===== src/rtl/hkspi_sysclk.sv =====
`default_nettype none
// ============================================================================
// Module   : hkspi_sysclk
// Brief    : Housekeeping SPI slave (mode 0) fully sampled in the system
//            clock domain. Decodes a command byte, an address and a stream
//            of data words, and emits single-clk register read/write strobes.
// Revision : 1.0  initial release
// ============================================================================
module hkspi_sysclk #(
  parameter int ADDR_W      = 8,
  parameter int DATA_W      = 8,
  parameter int SYNC_STAGES = 2
) (
  input  logic              clk,
  input  logic              reset,
  input  logic              spi_sck,
  input  logic              spi_csb,
  input  logic              spi_sdi,
  output logic              spi_sdo,
  output logic              spi_sdoenb,
  output logic [ADDR_W-1:0] addr,
  output logic [DATA_W-1:0] wdata,
  output logic              wr_strobe,
  output logic              rd_strobe,
  input  logic [DATA_W-1:0] rdata,
  output logic              pass_thru_mgmt,
  output logic              pass_thru_user,
  output logic              busy
);

  typedef enum logic [2:0] {
    S_IDLE = 3'd0,
    S_CMD  = 3'd1,
    S_ADDR = 3'd2,
    S_DATA = 3'd3,
    S_PASS = 3'd4,
    S_DONE = 3'd5
  } state_t;

  localparam logic [ADDR_W-1:0] ADDR_ONE = {{(ADDR_W-1){1'b0}}, 1'b1};

  state_t state, state_nxt;

  logic [SYNC_STAGES-1:0] sck_sync, csb_sync, sdi_sync;
  logic [SYNC_STAGES-1:0] fill;      // marks synchroniser contents as real samples
  logic                   armed;     // CSB seen high since reset release
  logic [7:0]             cmd_sr;
  logic [5:0]             bit_cnt;
  logic [2:0]             word_cnt;
  logic [DATA_W-1:0]      tx_sr;
  logic                   rd_load;   // rdata is valid: load it into tx_sr
  logic                   inc_pend;  // address increment deferred behind wr_strobe
  logic                   rd_pend;   // read strobe deferred until after that increment

  logic       sck_rise, sck_fall, csb_s, sdi_s;
  logic [7:0] cmd_next;
  logic       pass_sel, cmd_last, addr_last, data_last, last_word;
  logic [2:0] word_n;

  assign sck_rise  = sck_sync[SYNC_STAGES-2] & ~sck_sync[SYNC_STAGES-1];
  assign sck_fall  = ~sck_sync[SYNC_STAGES-2] & sck_sync[SYNC_STAGES-1];
  assign csb_s     = csb_sync[SYNC_STAGES-1];
  assign sdi_s     = sdi_sync[SYNC_STAGES-1];

  assign cmd_next  = {cmd_sr[6:0], sdi_s};
  // Pass-through needs both R and W bits plus exactly one of the two pass bits
  assign pass_sel  = cmd_next[7] & cmd_next[6] & (cmd_next[2] ^ cmd_next[1]);
  assign word_n    = cmd_sr[5:3];
  assign cmd_last  = (bit_cnt == 6'd7);
  assign addr_last = (bit_cnt == 6'(ADDR_W - 1));
  assign data_last = (bit_cnt == 6'(DATA_W - 1));
  assign last_word = (word_n != 3'd0) && (word_cnt == word_n - 3'd1);

  assign busy           = (state != S_IDLE);
  assign pass_thru_mgmt = (state == S_PASS) & cmd_sr[2];
  assign pass_thru_user = (state == S_PASS) & cmd_sr[1];
  assign spi_sdoenb     = ~((state == S_PASS) | ((state == S_DATA) & cmd_sr[6]));

  // Input synchronisers; CSB idles high so its chain resets to ones
  always_ff @(posedge clk) begin
    if (reset) begin
      sck_sync <= '0;
      csb_sync <= '1;
      sdi_sync <= '0;
      fill     <= '0;
      armed    <= 1'b0;
    end else begin
      sck_sync <= {sck_sync[SYNC_STAGES-2:0], spi_sck};
      csb_sync <= {csb_sync[SYNC_STAGES-2:0], spi_csb};
      sdi_sync <= {sdi_sync[SYNC_STAGES-2:0], spi_sdi};
      fill     <= {fill[SYNC_STAGES-2:0], 1'b1};
      if (fill[SYNC_STAGES-1] && csb_s) armed <= 1'b1;
    end
  end

  // State register
  always_ff @(posedge clk) begin
    if (reset) state <= S_IDLE;
    else       state <= state_nxt;
  end

  // Next-state decode; a deasserted CSB overrides every state
  always_comb begin
    state_nxt = state;
    if (csb_s) begin
      state_nxt = S_IDLE;
    end else begin
      unique case (state)
        S_IDLE: if (armed) state_nxt = S_CMD;
        S_CMD:  if (sck_rise && cmd_last) state_nxt = pass_sel ? S_PASS : S_ADDR;
        S_ADDR: if (sck_rise && addr_last) state_nxt = S_DATA;
        S_DATA: if (sck_rise && data_last && last_word) state_nxt = S_DONE;
        default: state_nxt = state;
      endcase
    end
  end

  // Shift registers, counters, strobes and serial output
  always_ff @(posedge clk) begin
    if (reset) begin
      cmd_sr    <= '0;
      bit_cnt   <= '0;
      word_cnt  <= '0;
      addr      <= '0;
      wdata     <= '0;
      tx_sr     <= '0;
      spi_sdo   <= 1'b0;
      wr_strobe <= 1'b0;
      rd_strobe <= 1'b0;
      rd_load   <= 1'b0;
      inc_pend  <= 1'b0;
      rd_pend   <= 1'b0;
    end else begin
      wr_strobe <= 1'b0;
      rd_strobe <= 1'b0;
      inc_pend  <= 1'b0;
      rd_pend   <= 1'b0;
      rd_load   <= rd_strobe;
      if (rd_load) tx_sr <= rdata;
      // Increment after a write strobe, then request the next read word
      if (inc_pend) begin
        addr      <= addr + ADDR_ONE;
        rd_strobe <= rd_pend;
      end
      if (csb_s || state == S_IDLE) begin
        cmd_sr   <= '0;
        bit_cnt  <= '0;
        word_cnt <= '0;
        spi_sdo  <= 1'b0;
      end else begin
        unique case (state)
          S_CMD: begin
            if (sck_rise) begin
              cmd_sr  <= cmd_next;
              bit_cnt <= cmd_last ? 6'd0 : bit_cnt + 6'd1;
            end
          end
          S_ADDR: begin
            if (sck_rise) begin
              addr <= {addr[ADDR_W-2:0], sdi_s};
              if (addr_last) begin
                bit_cnt   <= 6'd0;
                rd_strobe <= cmd_sr[6];
              end else begin
                bit_cnt <= bit_cnt + 6'd1;
              end
            end
          end
          S_DATA: begin
            if (sck_rise) begin
              wdata <= {wdata[DATA_W-2:0], sdi_s};
              if (data_last) begin
                bit_cnt  <= 6'd0;
                word_cnt <= word_cnt + 3'd1;
                if (cmd_sr[7]) begin
                  wr_strobe <= 1'b1;
                  inc_pend  <= 1'b1;
                  rd_pend   <= cmd_sr[6] & ~last_word;
                end else begin
                  addr      <= addr + ADDR_ONE;
                  rd_strobe <= cmd_sr[6] & ~last_word;
                end
              end else begin
                bit_cnt <= bit_cnt + 6'd1;
              end
            end
            if (sck_fall && cmd_sr[6]) begin
              spi_sdo <= tx_sr[DATA_W-1];
              tx_sr   <= {tx_sr[DATA_W-2:0], 1'b0};
            end
          end
          default: ;
        endcase
      end
    end
  end

endmodule
`default_nettype wire


===== config.mk =====
export PLATFORM = sky130hd
export DESIGN_NAME = hkspi_sysclk
export DESIGN_NICKNAME = d
export VERILOG_FILES = /design/src/rtl/hkspi_sysclk.sv
export SDC_FILE = /design/constraint.sdc
export NUM_CORES = 1
export LEC_CHECK = 0
export ABC_AREA = 0
export CAP_MARGIN = 10
export CORE_ASPECT_RATIO = 0.9
export CORE_MARGIN = 2
export CORE_UTILIZATION = 57
export CTS_BUF_LIST = sky130_fd_sc_hd__clkbuf_8
export DETAILED_ROUTE_END_ITERATION = 10
export PLACE_DENSITY_LB_ADDON = 0.1
export SETUP_SLACK_MARGIN = 0.15
export SYNTH_ARGS = -nofsm -noshare
export SYNTH_HDL_FRONTEND = slang
export SYNTH_SLANG_ARGS = --single-unit

===== constraint.sdc =====
create_clock -name clk -period 2.23 [get_ports clk]
set_clock_uncertainty 0.05 [all_clocks]
set_input_delay 0.446 -clock clk [delete_from_list [all_inputs] [get_ports clk]]
set_output_delay 0.446 -clock clk [all_outputs]
set_load 0.02 [all_outputs]

==> results of run 1 <==
==> metal layers <==
layer / routed length [µm] / GRT usage / share of wire
met1: 2970 / 0.325 / 0.47
met2: 3090 / 0.386 / 0.49
met3: 217 / 0.0574 / 0.034
met4: 76 / 0.0975 / 0.012
met5: 0 / 0 / 0
==> critical path: cells and delay by family (launching register included) <==
| kind | cells | cell delay [ps] |
|---|---|---|
| flip-flops | 1 | 340 |
| AO/OA/AOI/OAI | 2 | 210 |
| AND/OR/NAND/NOR | 3 | 1390 |
==> cell families after synthesis <==
| logic type | count (synthesis) | share of synthesized area |
|---|---|---|
| simple gates | 121 | 0.214 |
| flops | 58 | 0.409 |
| compound gates | 51 | 0.136 |
| mux | 30 | 0.107 |
| buf+inv | 29 | 0.0459 |
| xor+xnor | 20 | 0.0666 |
| fa+ha+maj | 5 | 0.0221 |
==> stage by stage <==
step | hold slack, ps | setup slack [ps] | total power (W)
floorplan | 339 | 384 | 0.00111
global placement | 342 | 168 | 0.00114
detailed placement | 345 | 110 | 0.00115
CTS | 361 | 160 | 0.00220
global route | 383 | 117 | 0.00227
finish | 359 | 183 | 0.00219
==> power by group through the flow <==
stage | Clock (W) | Sequential [W] | Combinational [W]
2_1_floorplan | 0 | 0.00107 | 0.0000369
3_3_place_gp | 0 | 0.00107 | 0.0000709
3_5_place_dp | 0 | 0.00107 | 0.0000726
4_1_cts | 0.00108 | 0.00105 | 0.0000742
5_1_grt | 0.00114 | 0.00105 | 0.0000822
6_report | 0.00106 | 0.00105 | 0.0000751
==> area by class of cell <==
class,instances,area (µm²),share of cell area
clock buffers,10,138,0.0388
clock inverters,6,81.3,0.0229
inverters,9,33.8,0.00951
multi-input cells,227,1580,0.446
flip-flops and latches,58,1170,0.328
well taps,65,81.3,0.0229
repair buffers,51,468,0.132
==> state kept, by name, summed over array words and instances (netlist names) <==
register,flops
inc_pend,1
wdata,8
armed,1
sdi_sync,2
state,3
rd_strobe,1
word_cnt,3
csb_sync,2
addr,8
rd_pend,1
rd_load,1
bit_cnt,6
fill,2
tx_sr,8
sck_sync,2
cmd_sr,8
spi_sdo,1
==> cell usage after synthesis (5+ instances only) <==
library cell,number,share of area
nor2_1,50,0.066
nand4_1,5,0.011
clkbuf_1,11,0.015
nor2b_1,8,0.018
nor3_1,5,0.0088
mux2i_1,28,0.099
nand2_1,19,0.025
o21ai_0,5,0.0088
a21oi_1,8,0.014
inv_1,9,0.012
dfxtp_1,58,0.41
ha_1,5,0.022
xnor2_1,8,0.025
xor2_1,11,0.034
and3_1,8,0.018
buf_2,5,0.0088
a211oi_1,7,0.019
==> how the worst max path moves through the flow <==
stage | start | end | slack, ps | cells past startpoint
floorplan | bit_cnt[3]$_SDFFE_PP0P_ | addr[5]$_SDFF_PP0_ | 380 | 6
global placement | state[1]$_SDFFE_PP0P_ | spi_sdoenb | 170 | 3
detailed placement | state[0]$_SDFFE_PP0P_ | pass_thru_user | 110 | 3
CTS | state[2]$_SDFFE_PP0P_ | spi_sdoenb | 160 | 3
global route | state[1]$_SDFFE_PP0P_ | spi_sdoenb | 120 | 4
finish | bit_cnt[3]$_SDFFE_PP0P_ | addr[5]$_SDFF_PP0_ | 180 | 5
==> what timing repair did <==
item                                    in CTS  in global routing
resized for setup                           11                  6
endpoints found under the setup margin       7                  7
buffers inserted                             2                  0
pin swaps                                    1                  0
==> run metrics, run 1 <==
post-synth net total between 300 and 400; WP data arrival between 2000 and 2500 ps; Synth warnings 0; Final setup viols 0; GPL Wtd Cong between 0.8 and 0.9; first-pass GRT wire length 10,500 µm; Floorplan Core Area between 4000 and 5000 µm²; Clock Sinks 58; Critical Path RT about 2500 ps; CTS Buf Count 9; Cell Int Power approximately 0.0017 W; Total GRT Usage 0.244; Cell Pwr Density slightly above 600 nW/µm²; Initial Util 0.587; commonest non-fill, non-tap cell in the layout dfxtp_1; CP max-delay cell or3_1; critical path endpoint category register; sequential share of power 0.481; antenna violations before repair 0; P_leak roughly 1.3 nW; Mapped Avg Cell Area between 9 and 10 µm²; share of layout cells above drive strength 1 0.152; most frequent cells in the layout dfxtp_1, nor2_1, clkdlybuf4s50_1; Yosys reg bits 58; routed wire length around 6400 µm; clock-pin slew on the worst setup and hold paths 70 ps; worst hold path depth 1; Die Area around 5600 µm²; clock latency on the worst-skew pair approximately 330 ps; Post-Route Setup TNS 0 ps; DP Area between 3000 and 4000 µm²; Setup CP Type reg -> reg; fin nets around 370; post-DP HPWL ~4400 µm; Clk network pwr share 0.485; vias in the first global route 2,254; sw frac 0.206; H-Tree Depth 3; routed via count 2,381; CTS tree built; post-route ant nets 0; Area Overhead vs Synth 25.2%; Least-Margin Pin Slew between 500 and 600 ps; vias per inst about 5.6; Max Cap Violations 0; Hold Fails Final Rpt 0; I/O Pins 36; Mapped Area 2840 µm²; hold crit path type reg -> reg; Synth Instances between 300 and 400; hold_sp csb_sync[0]$_SDFF_PP1_; fillcell total around 370; crit start category register; DRT Pass-1 Iters 4; combinational share of power 0.034; reg-to-reg endpoint addr[5]$_SDFF_PP0_; Port-buffer cells 35; Clock Path Buffers 2; dpl cells 408; worst-case reg-to-reg path depth 5; wire per inst between 10 and 15 µm; Peak VDD IR between 0.5 and 0.6 mV; Row Count 24; residual DRC count 0; count of cell types in the netlist just over 60; P_sw about 0.00045 W; Initial DRC Count around 140; Post-synth EDFFs 0; Finished Layout Cells approximately 430; worst stage delay on the critical path around 550 ps; GR Overflow Total 0; post-synthesis sequential area ratio 0.409; CP cell instances or3_1 -> or2_4 -> or4_4 -> o22ai_2 -> a21o_1; Hold Path End csb_sync[1]$_SDFF_PP1_; chip height around 71 µm; predominant post-synthesis flop cell dfxtp_1; diode count 0; Max Slew Vio Count 0; Die Width 78.4 µm; minimum clock period ~2000 ps; r2r startpoint bit_cnt[3]$_SDFFE_PP0P_; Max FO, Critical Path 8; Final period util 0.918; Final Util 0.734; reg2reg setup slack between 150 and 200 ps; fmax about 0.5 GHz; fin area between 3000 and 4000 µm²; share of flip-flops with an asynchronous set or reset 0; Slew HR 0.663; Root Buffer clkbuf_8; hold_buf cts 0; largest net degree at the start of global routing 31; unrepaired setup endpoints after global routing true; status finished clean
No activity file was read; power rests on OpenSTA's default activity.
==> run 2, diff against run 1 <==
--- a/config.mk
+++ b/config.mk
@@ -9,8 +9,8 @@
 export CAP_MARGIN = 10
 export CORE_ASPECT_RATIO = 0.9
 export CORE_MARGIN = 2
-export CORE_UTILIZATION = 57
-export CTS_BUF_LIST = sky130_fd_sc_hd__clkbuf_8
+export CORE_UTILIZATION = 55
+export CTS_BUF_LIST = sky130_fd_sc_hd__clkbuf_16
 export DETAILED_ROUTE_END_ITERATION = 10
 export PLACE_DENSITY_LB_ADDON = 0.1
 export SETUP_SLACK_MARGIN = 0.15
==> run metrics, run 2 (same netlist as run 1, synthesis figures left out) <==
Least-Margin Pin Slew 538 ps (+32.9 ps); Initial Util 0.579 (-0.00720); antenna violations before repair 0 (unchanged); total chip power 0.00257 W (+17%); dpl cells 406 (-0.49%); clock latency on the worst-skew pair 320 ps (about the same); Max Slew Vio Count 0 (unchanged); DRT Pass-1 Iters 5 (+1); Final setup viols 0 (unchanged); diode count 0 (unchanged); Finished Layout Cells 422 (-0.94%); H-Tree Depth 3 (unchanged); Port-buffer cells 35 (unchanged); critical path endpoint category output pin; Max Cap Violations 0 (unchanged); Cell Pwr Density 711 nW/µm² (+15%); GPL Wtd Cong 0.907 (+0.83%); crit start category register; Critical Path RT 1730 ps (-730 ps); Total GRT Usage 0.235 (-0.00875); combinational share of power 0.028 (-0.006); routed wire length 6160 µm (-3.0%); hold crit path type reg -> reg; reg2reg setup slack 190 ps (about the same); Floorplan Core Area 4890 µm² (+1.2%); Clk network pwr share 0.562 (+0.077); Area Overhead vs Synth 27.4%; Initial DRC Count 231 (+69%); I/O Pins 36 (unchanged); Cell Int Power 0.00206 W (+19%); Die Width 79.7 µm (+1.7%); Setup CP Type reg -> out; status finished clean; post-route ant nets 0 (unchanged); share of layout cells above drive strength 1 0.129 (-0.0235); vias in the first global route 2,182 (-3.2%); largest net degree at the start of global routing 31 (unchanged); fillcell total 371 (+1.4%); Slew HR 0.641 (-0.0220); sequential share of power 0.410 (-0.071); GR Overflow Total 0 (unchanged); P_sw 0.000511 W (+13%); chip height 72.1 µm (+1.7%); sw frac 0.199 (-0.00740); WP data arrival 1560 ps (-720 ps); vias per inst 5.65 (+1.1%); most frequent cells in the layout dfxtp_1, nor2_1, clkdlybuf4s50_1; area of the multi-input gates 1580 µm² (about the same); Row Count 24 (unchanged); P_leak 1.35 nW (+1.1%); Root Buffer clkbuf_16; Hold Slack 374 ps (+14.9 ps); Post-Route Setup TNS 0 ps (unchanged); wire per inst 14.6 µm (-2.1%); first-pass GRT wire length 10,500 µm (-0.52%); Clock Path Buffers 2 (unchanged); Hold Fails Final Rpt 0 (unchanged); unrepaired setup endpoints after global routing true; routed via count 2,384 (+0.13%); Die Area 5750 µm² (+3.4%); Post-CTS Repair Setup Buffers 0 (-2); Reg area 1160 µm² (-0.11%); CTS tree built; Clock Sinks 58 (unchanged); Peak VDD IR 0.703 mV (+25%); residual DRC count 0 (unchanged); fmax 0.487 GHz (-0.42%); clock-pin slew on the worst setup and hold paths 50 ps (-20 ps); Max FO, Critical Path 11 (+3); minimum clock period 2060 ps (+8.70 ps); post-DP HPWL 4110 µm (-6.2%); fin nets 370 (-1.1%); Final period util 0.922 (+0.00390); commonest non-fill, non-tap cell in the layout dfxtp_1; CTS Buf Count 9 (unchanged)
==> run 2: cell count changes in the layout (fill, tap and decap cells not counted), sizes merged <==
cell,delta
buf,-4
clkbuf,-1
clkdlybuf4s15,-1
clkinvlp,+1
dlygate4sd2,+1
==> run 2: stage by stage <==
| stage | util | worst slack [ps] | cell area (µm²) |
|---|---|---|---|
| finish | 0.738 | 175 | 3610 |
| global route | 0.738 | 90.6 | 3610 |
| CTS | 0.734 | 113 | 3590 |
| detailed placement | 0.668 | 158 | 3270 |
| global placement | 0.668 | 162 | 3270 |
| floorplan | - | 384 | 2840 |
==> run 2: metal layers <==
layer  GRT usage  vias to the layer above  routed length [µm]
met4      0.0805                        0                  72
met5           0                        -                   0
met1       0.323                     1114                2940
met3      0.0684                       11                 321
li1            -                     1186                   -
met2       0.357                       73                2830
==> run 2: worst paths after layout <==
path / start / cells past startpoint / endpoint
max reg2reg: bit_cnt[3]$_SDFFE_PP0P_ / 4 / addr[2]$_SDFF_PP0_
min reg2reg: csb_sync[0]$_SDFF_PP1_ / 1 / csb_sync[1]$_SDFF_PP1_
max: state[1]$_SDFFE_PP0P_ / 3 / spi_sdoenb
min: csb_sync[0]$_SDFF_PP1_ / 1 / csb_sync[1]$_SDFF_PP1_
==> run 2: worst max-delay path, stage by stage (launching register included) <==
cell and delay [ps]:
dfxtp_2 450, and3b_1 330, a22oi_1 120, dlygate4sd2_1 340
==> run 2: layout make-up <==
| class | count | share of cell area |
|---|---|---|
| clock inverter | 7 | 0.0256 |
| multi-input combinational | 227 | 0.438 |
| sequential | 58 | 0.322 |
| tap | 65 | 0.0225 |
| timing repair buffer | 47 | 0.120 |
| inverter | 9 | 0.00935 |
| clock buffer | 9 | 0.0623 |
==> run 2: what timing repair did <==
action / 4_1_cts / 5_1_grt
hold endpoints to repair: 0 / 0
hold buffers: 0 / 0
endpoints found under the setup margin: 4 / 11
resized for setup: 8 / 4
==> run 2: power groups by stage <==
| stage | clock network [W] | registers, W | logic [W] |
|---|---|---|---|
| 2_1_floorplan | 0 | 0.00107 | 0.0000369 |
| 3_3_place_gp | 0 | 0.00107 | 0.0000697 |
| 3_5_place_dp | 0 | 0.00107 | 0.0000702 |
| 4_1_cts | 0.00147 | 0.00105 | 0.0000710 |
| 5_1_grt | 0.00152 | 0.00105 | 0.0000787 |
| 6_report | 0.00144 | 0.00105 | 0.0000719 |
==> run 3, diff against run 2 <==
--- a/config.mk
+++ b/config.mk
@@ -12,7 +12,8 @@
 export CORE_UTILIZATION = 55
 export CTS_BUF_LIST = sky130_fd_sc_hd__clkbuf_16
 export DETAILED_ROUTE_END_ITERATION = 10
-export PLACE_DENSITY_LB_ADDON = 0.1
+export PLACE_DENSITY = 0.79
+export REMOVE_ABC_BUFFERS = 1
 export SETUP_SLACK_MARGIN = 0.15
 export SYNTH_ARGS = -nofsm -noshare
 export SYNTH_HDL_FRONTEND = slang
==> run metrics, run 3 (same netlist as run 1, synthesis figures left out) <==
status finished clean; P_sw 0.000523 W (+2.2%); Max FO, Critical Path 8 (-3); post-DP HPWL 4240 µm (+3.3%); most frequent cells in the layout dfxtp_1, nor2_1, clkdlybuf4s50_1; Area Overhead vs Synth 26.8%; I/O Pins 36 (unchanged); CTS Buf Count 9 (unchanged); vias per inst 5.75 (+1.8%); GR Overflow Total 0 (unchanged); Initial DRC Count 143 (-38%); routed via count 2,451 (+2.8%); fillcell total 363 (-2.2%); Die Width 79.7 µm (unchanged); Final period util 0.913 (-0.00836); Post-CTS Repair Setup Buffers 0 (unchanged); Least-Margin Pin Slew 546 ps (+8.13 ps); WP data arrival 2260 ps (+700 ps); Root Buffer clkbuf_16; Cell Int Power 0.00183 W (-11%); Row Count 24 (unchanged); Max Slew Vio Count 0 (unchanged); Final Util 0.735 (-0.00358); Clock Path Buffers 2 (unchanged); Clock Sinks 58 (unchanged); Hold Fails Final Rpt 0 (unchanged); share of layout cells above drive strength 1 0.150 (+0.0207); minimum clock period 2040 ps (-18.6 ps); unrepaired setup endpoints after global routing false; fin nets 374 (+1.1%); diode count 0 (unchanged); Clk network pwr share 0.520 (-0.042); Initial Util 0.579 (unchanged); P_leak 1.36 nW (+0.72%); antenna violations before repair 0 (unchanged); chip height 72.1 µm (unchanged); Peak VDD IR 0.567 mV (-19%); commonest non-fill, non-tap cell in the layout dfxtp_1; post-route ant nets 0 (unchanged); sequential share of power 0.447 (+0.037); fmax 0.491 GHz (+0.92%); Floorplan Core Area 4890 µm² (unchanged); Placement Setup Slack 154 ps (-4.16 ps); Setup CP Type reg -> reg; Max Cap Violations 0 (unchanged); Cell Pwr Density 655 nW/µm² (-7.9%); clock-pin slew on the worst setup and hold paths 50 ps (about the same); Die Area 5750 µm² (unchanged); H-Tree Depth 3 (unchanged); GPL Wtd Cong 0.911 (+0.44%); combinational share of power 0.033 (+0.005); Final setup viols 0 (unchanged); clock latency on the worst-skew pair 320 ps (about the same); Setup WS post-layout 193 ps (+18.6 ps); vias in the first global route 2,237 (+2.5%); critical path endpoint category register; hold_buf cts 0 (unchanged); Total GRT Usage 0.238 (+0.00221); sw frac 0.222 (+0.0230); reg2reg setup slack 190 ps (about the same); hold crit path type reg -> reg; Port-buffer cells 35 (unchanged); crit start category register; CTS tree built; largest net degree at the start of global routing 29 (-6.5%); routed wire length 6370 µm (+3.3%); first-pass GRT wire length 10,600 µm (+1.4%); Slew HR 0.636 (-0.00542); DRT Pass-1 Iters 5 (unchanged); residual DRC count 0 (unchanged); wire per inst 14.9 µm (+2.4%); Critical Path RT 2450 ps (+720 ps)
-- run 3: final cells by class --
class | instances | area, µm² | area share
Multi-Input combinational cell | 227 | 1580 | 0.439
Timing Repair Buffer | 51 | 465 | 0.129
Inverter | 9 | 33.8 | 0.00939
Sequential cell | 58 | 1170 | 0.324
Tap cell | 65 | 81.3 | 0.0226
Clock inverter | 7 | 45.0 | 0.0125
Clock buffer | 9 | 225 | 0.0626
-- run 3: metal layers --
metal  up-vias  track usage  routed length, µm
met4         0       0.0900                133
li1       1191            -                  -
met2        94        0.359               2890
met5         -            0                  0
met3        13       0.0759                439
met1      1153        0.318               2900
-- run 3: power groups by stage --
stage | clock, W | sequential [W] | combinational (W)
final | 0.00122 | 0.00105 | 0.0000768
after global routing | 0.00130 | 0.00105 | 0.0000825
after CTS | 0.00125 | 0.00105 | 0.0000751
after detailed placement | 0 | 0.00107 | 0.0000744
after global placement | 0 | 0.00107 | 0.0000736
after floorplan | 0 | 0.00107 | 0.0000288
-- run 3: worst max-delay path: stages (launching register included) --
cell	delay [ps]
dfxtp_1	340
or3_1	560
or2_4	330
or4_4	510
o22ai_2	100
a21o_1	90
-- run 3: per-stage QoR --
stage | TNS [ps] | instance area, µm² | total power, W | instances | hold slack, ps
3_5_place_dp | 0 | 3300 | 0.00115 | 410 | 350
3_3_place_gp | 0 | 3300 | 0.00115 | 410 | 342
6_report | 0 | 3600 | 0.00235 | 426 | 364
5_1_grt | 0 | 3600 | 0.00244 | 426 | 376
2_1_floorplan | -2590 | 2740 | 0.00110 | 294 | 339
4_1_cts | 0 | 3580 | 0.00237 | 426 | 364
-- run 3: path summary, 6_finish.rpt --
path	from	to	cells past startpoint
min	csb_sync[0]$_SDFF_PP1_	csb_sync[1]$_SDFF_PP1_	1
max	bit_cnt[3]$_SDFFE_PP0P_	addr[5]$_SDFF_PP0_	5
min reg2reg	csb_sync[0]$_SDFF_PP1_	csb_sync[1]$_SDFF_PP1_	1
max reg2reg	bit_cnt[3]$_SDFFE_PP0P_	addr[5]$_SDFF_PP0_	5
-- run 3: repair_timing --
action | in CTS | in global routing
setup endpoints to repair | 7 | 7
endpoints found under the hold margin | 0 | 0
gates resized for setup | 8 | 8
